### src/rtl/interfaz_alu_uart_pkg.sv
// Shared definitions for the UART-to-ALU front end: default widths, watchdog length
// and the sequencing state encoding.
package interfaz_alu_uart_pkg;

    localparam int CANT_BITS_DATO_DEF   = 8;
    localparam int CANT_BUS_ENTRADA_DEF = 4;
    localparam int CANT_BUS_SALIDA_DEF  = 4;
    localparam int CANT_BITS_OPCODE_DEF = 4;
    localparam int TIMEOUT_TX_DEF       = 1024;

    typedef enum logic [2:0] {
        ESPERA_OP1    = 3'd0,
        ESPERA_OP2    = 3'd1,
        ESPERA_OPCODE = 3'd2,
        CALCULO       = 3'd3,
        ESPERA_TX     = 3'd4
    } estado_t;

endpackage

### src/rtl/interfaz_alu_uart_if.sv
// Bundle of UART rx/tx handshakes and ALU operand/result lines.
// The master side is the UART/ALU environment; the slave side is interfaz_alu_uart.
interface interfaz_alu_uart_if
    import interfaz_alu_uart_pkg::*;
#(
    parameter int CANT_BITS_DATO   = CANT_BITS_DATO_DEF,
    parameter int CANT_BUS_ENTRADA = CANT_BUS_ENTRADA_DEF,
    parameter int CANT_BUS_SALIDA  = CANT_BUS_SALIDA_DEF,
    parameter int CANT_BITS_OPCODE = CANT_BITS_OPCODE_DEF
) ();

    logic                        rx_done;
    logic [CANT_BITS_DATO-1:0]   data_rx;
    logic                        tx_done;
    logic [CANT_BUS_SALIDA-1:0]  resultado_alu;
    logic [CANT_BUS_ENTRADA-1:0] operando_1;
    logic [CANT_BUS_ENTRADA-1:0] operando_2;
    logic [CANT_BITS_OPCODE-1:0] opcode;
    logic                        tx_start;
    logic [CANT_BITS_DATO-1:0]   data_tx;
    logic                        error;

    modport master (
        output rx_done, data_rx, tx_done, resultado_alu,
        input  operando_1, operando_2, opcode, tx_start, data_tx, error
    );

    modport slave (
        input  rx_done, data_rx, tx_done, resultado_alu,
        output operando_1, operando_2, opcode, tx_start, data_tx, error
    );

endinterface

### src/rtl/interfaz_alu_uart_contador_timeout.sv
// Transmit watchdog counter: counts while enabled, flags the terminal count
// TIMEOUT_TX-1; clear has priority over enable.
module interfaz_alu_uart_contador_timeout
    import interfaz_alu_uart_pkg::*;
#(
    parameter int TIMEOUT_TX = TIMEOUT_TX_DEF
) (
    input  logic clk,
    input  logic rst_n,
    input  logic clear,
    input  logic enable,
    output logic fin
);

    localparam int              ANCHO    = (TIMEOUT_TX > 1) ? $clog2(TIMEOUT_TX) : 1;
    localparam logic [ANCHO-1:0] TERMINAL = ANCHO'(TIMEOUT_TX - 1);

    logic [ANCHO-1:0] cuenta;

    always_ff @(posedge clk or negedge rst_n) begin
        if (!rst_n) begin
            cuenta <= '0;
        end else if (clear) begin
            cuenta <= '0;
        end else if (enable) begin
            cuenta <= cuenta + 1'b1;
        end
    end

    // Not gated by enable so the FSM can use it without a combinational loop.
    assign fin = (cuenta == TERMINAL);

endmodule

### src/rtl/interfaz_alu_uart.sv
// Collects operand 1, operand 2 and opcode from three UART bytes, presents them to a
// combinational ALU and sends the result back through the UART transmitter.
module interfaz_alu_uart
    import interfaz_alu_uart_pkg::*;
#(
    parameter int CANT_BITS_DATO   = CANT_BITS_DATO_DEF,
    parameter int CANT_BUS_ENTRADA = CANT_BUS_ENTRADA_DEF,
    parameter int CANT_BUS_SALIDA  = CANT_BUS_SALIDA_DEF,
    parameter int CANT_BITS_OPCODE = CANT_BITS_OPCODE_DEF,
    parameter int TIMEOUT_TX       = TIMEOUT_TX_DEF
) (
    input  logic               clk,
    input  logic               rst_n,
    interfaz_alu_uart_if.slave bus
);

    estado_t estado, estado_next;

    logic [CANT_BUS_ENTRADA-1:0] operando_1_q, operando_1_next;
    logic [CANT_BUS_ENTRADA-1:0] operando_2_q, operando_2_next;
    logic [CANT_BITS_OPCODE-1:0] opcode_q, opcode_next;
    logic [CANT_BITS_DATO-1:0]   data_tx_q, data_tx_next;
    logic                        tx_start_q, tx_start_next;
    logic                        error_q, error_next;

    logic contador_clear, contador_enable, contador_fin;

    interfaz_alu_uart_contador_timeout #(
        .TIMEOUT_TX (TIMEOUT_TX)
    ) u_contador (
        .clk    (clk),
        .rst_n  (rst_n),
        .clear  (contador_clear),
        .enable (contador_enable),
        .fin    (contador_fin)
    );

    always_ff @(posedge clk or negedge rst_n) begin
        if (!rst_n) begin
            estado       <= ESPERA_OP1;
            operando_1_q <= '0;
            operando_2_q <= '0;
            opcode_q     <= '0;
            data_tx_q    <= '0;
            tx_start_q   <= 1'b0;
            error_q      <= 1'b0;
        end else begin
            estado       <= estado_next;
            operando_1_q <= operando_1_next;
            operando_2_q <= operando_2_next;
            opcode_q     <= opcode_next;
            data_tx_q    <= data_tx_next;
            tx_start_q   <= tx_start_next;
            error_q      <= error_next;
        end
    end

    // Received bytes are only honoured in the three capture states; anything else drops them.
    always_comb begin
        estado_next     = estado;
        operando_1_next = operando_1_q;
        operando_2_next = operando_2_q;
        opcode_next     = opcode_q;
        data_tx_next    = data_tx_q;
        tx_start_next   = 1'b0;
        error_next      = 1'b0;
        contador_enable = 1'b0;
        contador_clear  = 1'b1;
        case (estado)
            ESPERA_OP1: begin
                if (bus.rx_done) begin
                    operando_1_next = bus.data_rx[CANT_BUS_ENTRADA-1:0];
                    estado_next     = ESPERA_OP2;
                end
            end
            ESPERA_OP2: begin
                if (bus.rx_done) begin
                    operando_2_next = bus.data_rx[CANT_BUS_ENTRADA-1:0];
                    estado_next     = ESPERA_OPCODE;
                end
            end
            ESPERA_OPCODE: begin
                if (bus.rx_done) begin
                    opcode_next = bus.data_rx[CANT_BITS_OPCODE-1:0];
                    estado_next = CALCULO;
                end
            end
            CALCULO: begin
                data_tx_next  = CANT_BITS_DATO'(bus.resultado_alu);
                tx_start_next = 1'b1;
                estado_next   = ESPERA_TX;
            end
            ESPERA_TX: begin
                contador_enable = 1'b1;
                contador_clear  = 1'b0;
                // A completion arriving on the expiry cycle takes precedence over the watchdog.
                if (bus.tx_done) begin
                    contador_clear = 1'b1;
                    estado_next    = ESPERA_OP1;
                end else if (contador_fin) begin
                    contador_clear = 1'b1;
                    error_next     = 1'b1;
                    estado_next    = ESPERA_OP1;
                end
            end
            default: begin
                estado_next = ESPERA_OP1;
            end
        endcase
    end

    assign bus.operando_1 = operando_1_q;
    assign bus.operando_2 = operando_2_q;
    assign bus.opcode     = opcode_q;
    assign bus.data_tx    = data_tx_q;
    assign bus.tx_start   = tx_start_q;
    assign bus.error      = error_q;

endmodule

### src/flat_wrapper.sv
// flat-port wrapper written by rule: the top's interface ports become plain ports
module interfaz_alu_uart_flat import interfaz_alu_uart_pkg::*;
#(
    parameter int CANT_BITS_DATO   = CANT_BITS_DATO_DEF,
    parameter int CANT_BUS_ENTRADA = CANT_BUS_ENTRADA_DEF,
    parameter int CANT_BUS_SALIDA  = CANT_BUS_SALIDA_DEF,
    parameter int CANT_BITS_OPCODE = CANT_BITS_OPCODE_DEF,
    parameter int TIMEOUT_TX       = TIMEOUT_TX_DEF
)
  (clk, rst_n, bus_rx_done, bus_data_rx, bus_tx_done, bus_resultado_alu, bus_operando_1, bus_operando_2, bus_opcode, bus_tx_start, bus_data_tx, bus_error);
  interfaz_alu_uart_if #(.CANT_BITS_DATO(CANT_BITS_DATO), .CANT_BUS_ENTRADA(CANT_BUS_ENTRADA), .CANT_BUS_SALIDA(CANT_BUS_SALIDA), .CANT_BITS_OPCODE(CANT_BITS_OPCODE)) bus_i ();
  input  logic clk;
  input  logic rst_n;
  input wire logic [$bits(bus_i.rx_done)-1:0] bus_rx_done;
  input wire logic [$bits(bus_i.data_rx)-1:0] bus_data_rx;
  input wire logic [$bits(bus_i.tx_done)-1:0] bus_tx_done;
  input wire logic [$bits(bus_i.resultado_alu)-1:0] bus_resultado_alu;
  output wire logic [$bits(bus_i.operando_1)-1:0] bus_operando_1;
  output wire logic [$bits(bus_i.operando_2)-1:0] bus_operando_2;
  output wire logic [$bits(bus_i.opcode)-1:0] bus_opcode;
  output wire logic [$bits(bus_i.tx_start)-1:0] bus_tx_start;
  output wire logic [$bits(bus_i.data_tx)-1:0] bus_data_tx;
  output wire logic [$bits(bus_i.error)-1:0] bus_error;
  assign bus_i.rx_done = bus_rx_done;
  assign bus_i.data_rx = bus_data_rx;
  assign bus_i.tx_done = bus_tx_done;
  assign bus_i.resultado_alu = bus_resultado_alu;
  assign bus_operando_1 = bus_i.operando_1;
  assign bus_operando_2 = bus_i.operando_2;
  assign bus_opcode = bus_i.opcode;
  assign bus_tx_start = bus_i.tx_start;
  assign bus_data_tx = bus_i.data_tx;
  assign bus_error = bus_i.error;
  interfaz_alu_uart #(.CANT_BITS_DATO(CANT_BITS_DATO), .CANT_BUS_ENTRADA(CANT_BUS_ENTRADA), .CANT_BUS_SALIDA(CANT_BUS_SALIDA), .CANT_BITS_OPCODE(CANT_BITS_OPCODE), .TIMEOUT_TX(TIMEOUT_TX)) u_core (.clk(clk), .rst_n(rst_n), .bus(bus_i));
endmodule
### config.mk
export PLATFORM = sky130hd
export DESIGN_NAME = interfaz_alu_uart_flat
export DESIGN_NICKNAME = d
export VERILOG_FILES = /design/src/rtl/interfaz_alu_uart_pkg.sv /design/src/rtl/interfaz_alu_uart_if.sv /design/src/rtl/interfaz_alu_uart_contador_timeout.sv /design/src/rtl/interfaz_alu_uart.sv /design/src/flat_wrapper.sv
export SDC_FILE = /design/constraint.sdc
export NUM_CORES = 1
export LEC_CHECK = 0
export BUFFER_PORTS_ARGS = -buffer_cell sky130_fd_sc_hd__buf_2
export CAP_MARGIN = 10
export CORE_UTILIZATION = 45
export CTS_CLUSTER_SIZE = 25
export DETAILED_ROUTE_END_ITERATION = 7
export PLACE_DENSITY = 0.7
export SKIP_CTS_REPAIR_TIMING = 1
export SLEW_MARGIN = 10
export SYNTH_ARGS = -nofsm -noshare
export SYNTH_HDL_FRONTEND = slang
export SYNTH_HIERARCHICAL = 1
export SYNTH_SLANG_ARGS = --single-unit
### constraint.sdc
create_clock -name clk -period 1.99 [get_ports clk]
set_input_delay 0.199 -clock clk [delete_from_list [all_inputs] [get_ports clk]]
set_output_delay 0.199 -clock clk [all_outputs]
set_load 0.005 [all_outputs]
Yosys cells after proc, flatten, opt, wreduce, memory -nomap -nowiden

Index checks and enable logic that the tools add are counted.

Add/sub/neg operators: 1
Equal/unequal tests: 9
Multiplexer cells: 15
Reductions and logical operators: 6

Operators with widths:

| operator                                                                | count |
|---|---|
| 10-bit 2-to-1 mux                                                       | 2 |
| 3-bit 2-to-1 mux                                                        | 5 |
| 3-bit one-hot mux with 5 select lines                                   | 1 |
| 10-bit by 1-bit adder with 10-bit output, second input constant         | 1 |
| 10-bit equality test, second input constant                             | 1 |
| 1-bit 2-to-1 mux                                                        | 7 |
| 3-bit by 2-bit equality test with 1-bit output, second input constant   | 2 |
| 2-bit inequality test, second input constant                            | 3 |
| 2-bit AND reduction                                                     | 3 |
| 4-bit AND reduction                                                     | 1 |
| 3-bit by 1-bit equality test with 1-bit output, second input constant   | 1 |
| 3-bit equality test, second input constant                              | 1 |
| 3-bit zero test                                                         | 1 |
| 3-bit by 2-bit inequality test with 1-bit output, second input constant | 1 |
| 2-bit nonzero test                                                      | 1 |

Flip-flop bits (word level): 31
Word-level logic and storage cells: 39

Logic depth before layout (Yosys ltp)

Gate-level depths: netlist of the first run.

Depth in word-level cells: 5
Depth in mapped cells: 8

By module

The synthesis of the first run kept the hierarchy.

By module, submodules not included:

| module                             | times used | cells each | area an instance (um^2) | sequential area each (um^2) |
|---|---|---|---|---|
| interfaz_alu_uart                  | 1          | 60         | 898.4                   | 525.5 |
| interfaz_alu_uart_contador_timeout | 1          | 49         | 504.2                   | 250.2 |

Worst setup path before layout of the first run

Ideal clock, no wire load.

Kind: reg-to-reg
From: reg u_core.u_contador.cuenta[0]
To: reg u_core.u_contador.cuenta[9]
Library setup time: 0.078 ns
Arrival time: 1.730 ns
Data required time: 1.912 ns
Slack: 0.182 ns
Stages on the path, launching flop included: 9
Buffers on the path: 0
Cell sequence: dfrtp_1 > ha_1 > nand3_1 > nor3_1 > inv_1 > nand2_1 > o2111ai_4 > or4_1 > a21oi_1

Word-level cells in the longest chain between the ends: 5

Ends and longest elaborated chain:

| element                                                        | RTL line                                 | RTL |
|---|---|---|
| start, declared                                                | interfaz_alu_uart_contador_timeout.sv:18 | `logic [ANCHO-1:0] cuenta;` |
| start signal, assigned                                         | interfaz_alu_uart_contador_timeout.sv:26 | `cuenta <= cuenta + 1'b1;` |
| 10-bit equality test (*)                                       | interfaz_alu_uart_contador_timeout.sv:31 | `assign fin = (cuenta == TERMINAL);` |
| via u_core.contador_fin                                        | interfaz_alu_uart.sv:26                  | `logic contador_clear, contador_enable, contador_fin;` |
| 1-bit 2-to-1 mux (*)                                           | interfaz_alu_uart.sv:100                 | `end else if (contador_fin) begin` |
| 1-bit 2-to-1 mux (*)                                           | interfaz_alu_uart.sv:97                  | `if (bus.tx_done) begin` |
| 1-bit 2-to-1 mux (*)                                           | interfaz_alu_uart.sv:69                  | `case (estado)` |
| via u_core.contador_clear                                      | interfaz_alu_uart.sv:26                  |  |
| 10-bit 2-to-1 mux / 2-bit nonzero test (equally long branches) | n/a                                      |  |

Mark *: on every way through the listed nets, which the timed path passes. The rest lies on a longest branch. The select of a mux whose other input is x is not followed.
A chain may end at the register's enable or synchronous reset.

Worst setup path in the final report of the first run

From: reg u_core.u_contador.cuenta[3]
To: reg u_core.u_contador.cuenta[9]

Same word-level chain as after synthesis.

==> results.tsv, run 1 <==
stage	metric	value	unit
die	initial_core_util	49.17	%
route	vias	970	
synthesis	ys_seq_elements	31	
synthesis	synth_edf_count	0	
clock_tree	clk_latency	0.33	ns
die	coreArea	2853	µm²
min_path	hold_depth	2	
power_and_ir_drop	clock_power_share	20.3	%
final_layout	postLayoutCellArea	1709	µm²
power_and_ir_drop	p_sw	584.1	µW
sta	fin_ws	0.1870	ns
synthesis	synth_top_flop_cell	dfrtp_1	
grt	track_usage	16.40	%
sta	relSlewSlack	55.74	%
final_layout	multiInputGateArea	584.3	µm²
status	violations	DRC	
sta	whs	0.09725	ns
route	dr.first_iter.drc_count	10	
synthesis	synth_area_per_cell	12.87	µm²
clock_tree	cts-buffers-inserted	5	
sta	setup_viol	0	
setup_path	worstPathArrival	2.06	ns
route	ant_nets	0	
route	drt-pass1-iter-count	6	
place	pre_cts_slack	0.1315	ns
synthesis	ys_seq_area_share	55.31	%
route	vias_per_cell	5.272	
route	wl_per_cell	13.17	µm
power_and_ir_drop	combPwrFrac	34.5	%
sta	slew_viol_final	0	
place	gp_congestion	0.7030	
final_layout	layout_common_cells	31 x dfrtp_1, 29 x buf_2, 16 x mux2_2	
route	route.met2.wl	1169	µm
sta	worst_pin_slew	0.6640	ns
die	dieWidth	57.83	µm
sta	post-route-period-util	90.60	%
grt	grt_pass1_vias	924	
sta	hold_viol	0	
power_and_ir_drop	p_int	1.445	mW
min_path	hold_class	input port to flip-flop	
clock_tree	cts_tree	yes	
grt	gr-total-overflow	0	
route	top_layer	met4	
sta	fmax	0.5546	GHz
final_layout	regArea	775.7	µm²
power_and_ir_drop	power-per-cell-area	1187	nW/µm²
power_and_ir_drop	seq_power_share	45.2	%
route	dr_wl_met3	143	µm
sta	rsz0062_at_grt	false	
die	io_pins	38	
grt	grt_start_max_net_pins	32	
final_layout	num-fill-cells	240	
grt	antenna_found_initial	0	
clock_tree	htreeDepth	2	
sta	fin_tns_setup	0	ns
status	status	finished with violations	
place	placed_area	1623	µm²
synthesis	async_flop_share	100.0	%
final_layout	drive_above_1_share	46.41	%
final_layout	final_common_cell	dfrtp_1	
setup_path	worstSetupStartpointType	flip-flop	
grt	grt_pass1_wl	4036	µm
die	rows	19	
clock_tree	cts_root_buffer	clkbuf_4	
power_and_ir_drop	finalPower	2.029	mW
die	die-height	57.83	µm
setup_path	required	2.25	ns
sta	period_minus_slack	1.803	ns
route	drc	3	
sta	final.setup_skew	0.006671	ns
route	wl_met1	1068	µm
clock_tree	clkSinkCount	31	
final_layout	antenna_cells	0	
route	wirelength	2423	µm
clock_tree	clockBufferDepth	2	
place	io_buffer_count	29	
clock_tree	clk_pin_slew	0.09	ns
setup_path	end_kind	flip-flop	
final_layout	fin_nets	169	
power_and_ir_drop	power_leakage	0.7712	nW
power_and_ir_drop	p_sw_share	28.78	%
place	dp_hpwl	1740	µm
flow_run	max_cap_viol_count	0	
synthesis	synth_area	1403	µm²
synthesis	synth_warnings	6	
setup_path	reg2reg_depth	7	
final_layout	area_growth	21.86	%
die	design.die.area	3344	µm²
setup_path	path_class	flip-flop to flip-flop	
synthesis	postSynthCellCount	109	
synthesis	ys_types	34	
setup_path	cp_max_fo	6	
power_and_ir_drop	irDropWorstVdd	0.0006460	V
cell families (layout without fill, tap and decap cells):
group / Yosys count / count (layout) / share of synthesized area, %
flops: 31 / 31 / 55.31
simple gates: 31 / 31 / 15.88
mux: 17 / 17 / 13.56
compound gates: 14 / 14 / 7.225
buf+inv: 10 / 51 / 4.370
xor+xnor: 4 / 4 / 2.498
fa+ha+maj: 1 / 1 / 0.8919
other cells: 1 / 4 / 0.2674
cells in the mapped netlist, types with 2 or more instances:
cell      count  share of area (%)
dfrtp_1      31                 55
mux2_2       16                 13
a21oi_1       7                2.5
nor2_1        5                1.3
buf_4         4                2.1
nand2_1       4                1.1
inv_1         3               0.80
nand3_1       3                1.1
o21ai_0       3                1.1
or3_1         3                1.3
xor2_1        3                1.9
and4bb_4      2                2.3
nand3b_1      2                1.1
o31ai_1       2                1.1
or4_1         2                1.1
state kept, by name, indices dropped and copies added (netlist names):
register and count:
u_core/u_contador/cuenta 10, u_core/bus.data_tx 4, u_core/bus.opcode 4, u_core/bus.operando_1 4, u_core/bus.operando_2 4, u_core/estado 3, u_core/bus.error 1, u_core/bus.tx_start 1
worst max-delay path, stage by stage (launching register included):
cell,delay (ns)
dfrtp_1,0.44
nand4_2,0.15
nor3_2,0.22
inv_1,0.07
nand2_1,0.12
o2111ai_4,0.17
or4_1,0.42
a21oi_1,0.14
final timing paths:
check / start / end / slack, ns
max in group asynchronous: rst_n / u_core/u_contador/cuenta[2]$_DFFE_PN0P_ / 1.13
hold / removal: bus_resultado_alu[3] / u_core/bus.data_tx[3]$_DFFE_PN0P_ / 0.1
hold reg to reg: u_core/bus.operando_2[0]$_DFFE_PN0P_ / u_core/bus.operando_2[0]$_DFFE_PN0P_ / 0.51
min in group asynchronous: rst_n / u_core/bus.opcode[0]$_DFFE_PN0P_ / 0.43
setup / recovery: u_core/u_contador/cuenta[3]$_DFFE_PN0P_ / u_core/u_contador/cuenta[9]$_DFFE_PN0P_ / 0.19
setup reg to reg: u_core/u_contador/cuenta[3]$_DFFE_PN0P_ / u_core/u_contador/cuenta[9]$_DFFE_PN0P_ / 0.19
power groups by stage:
| stage | Clock, mW | Sequential (mW) | Combinational, mW |
|---|---|---|---|
| floorplan | 0 | 0.966 | 0.383 |
| global placement | 0 | 0.918 | 0.682 |
| detailed placement | 0 | 0.934 | 0.701 |
| CTS | 0.425 | 0.922 | 0.707 |
| global route | 0.460 | 0.944 | 0.757 |
| finish | 0.412 | 0.917 | 0.700 |
through the flow:
stage,std cells,utilization [%]
2_1_floorplan,112,-
6_report,184,59.91
4_1_cts,183,59.30
3_3_place_gp,175,56.89
5_1_grt,184,59.91
3_5_place_dp,175,56.89
routing by layer:
metal,GRT usage [%],vias up
li1,-,470
met5,0,-
met1,19.30,465
met4,9.184,0
met3,5.357,5
met2,26.44,30
cell type report:
| cell class | count | area share (%) |
|---|---|---|
| inverters | 3 | 0.6589 |
| repair buffers | 40 | 13.47 |
| well taps | 31 | 2.269 |
| clock buffers | 8 | 4.026 |
| multi-input cells | 71 | 34.19 |
| flip-flops and latches | 31 | 45.39 |
No activity file was read; power rests on OpenSTA's default activity.
==> run 2: changes to the inputs <==
- CTS_BUF_LIST: unset -> sky130_fd_sc_hd__clkbuf_2 sky130_fd_sc_hd__clkbuf_4 sky130_fd_sc_hd__clkbuf_8
==> run 2 against run 1 <==
  * The flow still finishes with violations (DRC)
  * Count of clock-buffer cells in the layout unchanged
  * Power up 0.60%
  * Clock power up 3%
  * Core utilization up 0.13 points
  * Wire length down 0.62%
  * Hold slack about the same
  * Die area unchanged
  * Critical path type unchanged
  * Critical endpoint unchanged
==> results.tsv, run 2 (synthesis gave the netlist of run 1 again) <==
stage	metric	value	unit	change
status	status	finished with violations		
status	violations	DRC		
power_and_ir_drop	power-per-cell-area	1192	nW/µm²	+0.38%
grt	gr-total-overflow	0		unchanged
grt	met3_usage	5.357	%	unchanged
route	wirelength	2408	µm	-0.62%
sta	worst_pin_slew	0.6629	ns	-0.001030 ns
die	coreArea	2853	µm²	unchanged
sta	rsz0062_at_grt	false		
sta	final.setup_skew	0.006105	ns	-0.0005658 ns
place	place_inst	175		unchanged
sta	whs	0.09727	ns	+0.00002160 ns
route	dr.first_iter.drc_count	13		+3
die	rows	19		unchanged
sta	slew_viol_final	0		unchanged
place	io_buffer_count	29		unchanged
grt	grt_util_met1	19.44	%	+0.15 points
sta	fin_tns_setup	0	ns	unchanged
clock_tree	cts_tree	yes		
place	gp_congestion	0.7030		unchanged
power_and_ir_drop	power_leakage	0.7746	nW	+0.44%
setup_path	end_kind	flip-flop		
grt	antenna_found_initial	0		unchanged
final_layout	final_common_cell	dfrtp_1		
clock_tree	cts-buffers-inserted	5		unchanged
clock_tree	cts_root_buffer	clkbuf_4		
final_layout	largest_register_ffs	10		unchanged
route	drt-pass1-iter-count	6		unchanged
grt	globalRouteMet2Util	26.44	%	unchanged
die	initial_core_util	49.17	%	unchanged
sta	relSlewSlack	55.80	%	+0.069 points
place	placed_area	1623	µm²	unchanged
clock_tree	clk_pin_slew	0.09	ns	about the same
final_layout	multiInputGateArea	584.3	µm²	unchanged
route	wl_per_cell	13.09	µm	-0.62%
min_path	hold_class	input port to flip-flop		
grt	grt_pass1_vias	924		unchanged
sta	hold_viol	0		unchanged
clock_tree	clockBufferDepth	2		unchanged
power_and_ir_drop	irDropWorstVdd	0.0006448	V	-0.18%
setup_path	cp_slowest_cell	dfrtp_1		
die	dieWidth	57.83	µm	unchanged
final_layout	layout_common_cells	31 x dfrtp_1, 29 x buf_2, 16 x mux2_2		
clock_tree	clk_latency	0.33	ns	about the same
setup_path	path_class	flip-flop to flip-flop		
final_layout	instances_no_fill	184		unchanged
setup_path	worstSetupStartpointType	flip-flop		
die	die-height	57.83	µm	unchanged
place	dp_hpwl	1740	µm	unchanged
final_layout	fin_nets	169		unchanged
clock_tree	htreeDepth	2		unchanged
grt	grt_start_max_net_pins	32		unchanged
final_layout	regArea	775.7	µm²	unchanged
power_and_ir_drop	finalPower	2.041	mW	+0.60%
final_layout	area_growth	22.12	%	
sta	period_minus_slack	1.812	ns	+0.009362 ns
grt	grt_pass1_wl	4036	µm	unchanged
setup_path	critical_path.max_stage_delay	0.44	ns	about the same
setup_path	crit_chain	nand4_2 > nor3_2 > inv_1 > nand2_1 > o2111ai_4 > or4_1 > a21oi_1		
final_layout	max_flop_register	u_core/u_contador/cuenta		
final_layout	num-fill-cells	238		-0.83%
sta	fmax	0.5518	GHz	-0.52%
die	design.die.area	3344	µm²	unchanged
grt	track_usage	16.44	%	+0.048 points
final_layout	postLayoutCellArea	1713	µm²	+0.22%
route	ant_nets	0		unchanged
die	io_pins	38		unchanged
sta	setup_viol	0		unchanged
final_layout	utilization	60.04	%	+0.13 points
place	pre_cts_slack	0.1315	ns	unchanged
grt	top_usage_layer	met2		
final_layout	drive_above_1_share	47.06	%	+0.65 points
sta	post-route-period-util	91.07	%	+0.47 points
setup_path	required	2.24	ns	about the same
route	drc	3		unchanged
sta	fin_ws	0.1777	ns	-0.009362 ns
final_layout	antenna_cells	0		unchanged
clock_tree	clkSinkCount	31		unchanged
setup_path	worstPathArrival	2.07	ns	about the same
route	vias_per_cell	5.266		-0.10%
setup_path	cp_max_fo	6		unchanged
flow_run	max_cap_viol_count	0		unchanged
route	vias	969		-0.10%
-- run 2: cell counts in the layout (fill, tap and decap cells not counted) --
Identical to the previous run, type by type.
-- run 2: final timing paths --
path	start	end	slack, ns	cells past startpoint
max in group asynchronous	rst_n	u_core/u_contador/cuenta[2]$_DFFE_PN0P_	1.13	2
max	u_core/u_contador/cuenta[3]$_DFFE_PN0P_	u_core/u_contador/cuenta[9]$_DFFE_PN0P_	0.18	7
min	bus_resultado_alu[3]	u_core/bus.data_tx[3]$_DFFE_PN0P_	0.1	2
min reg2reg	u_core/bus.operando_2[0]$_DFFE_PN0P_	u_core/bus.operando_2[0]$_DFFE_PN0P_	0.51	1
max reg2reg	u_core/u_contador/cuenta[3]$_DFFE_PN0P_	u_core/u_contador/cuenta[9]$_DFFE_PN0P_	0.18	7
min in group asynchronous	rst_n	u_core/bus.opcode[0]$_DFFE_PN0P_	0.43	2
-- run 2: cell type report --
class | count | share of cell area [%]
clock buffer | 8 | 4.237
tap | 31 | 2.264
inverter | 3 | 0.6574
timing repair buffer | 40 | 13.44
sequential | 31 | 45.29
multi-input combinational | 71 | 34.11
-- run 2: layer usage --
layer	wire length, µm	share of wire [%]	vias to the layer above
met2	1151	48	32
li1	-	-	470
met5	0	0	-
met3	156	6.5	5
met4	42	1.7	0
met1	1058	44	462
-- run 2: critical path, delay by kind of cell (launching register included) --
family,cells,cell delay [ns]
AO/OA/AOI/OAI,2,0.32
buffers and inverters,1,0.07
flip-flops,1,0.44
AND/OR/NAND/NOR,4,0.91
-- run 2: power breakdown --
| part | internal, mW | total, mW | switching (mW) |
|---|---|---|---|
| clock | 0.221 | 0.425 | 0.203 |
| sequential | 0.827 | 0.917 | 0.0896 |
| combinational | 0.410 | 0.700 | 0.290 |
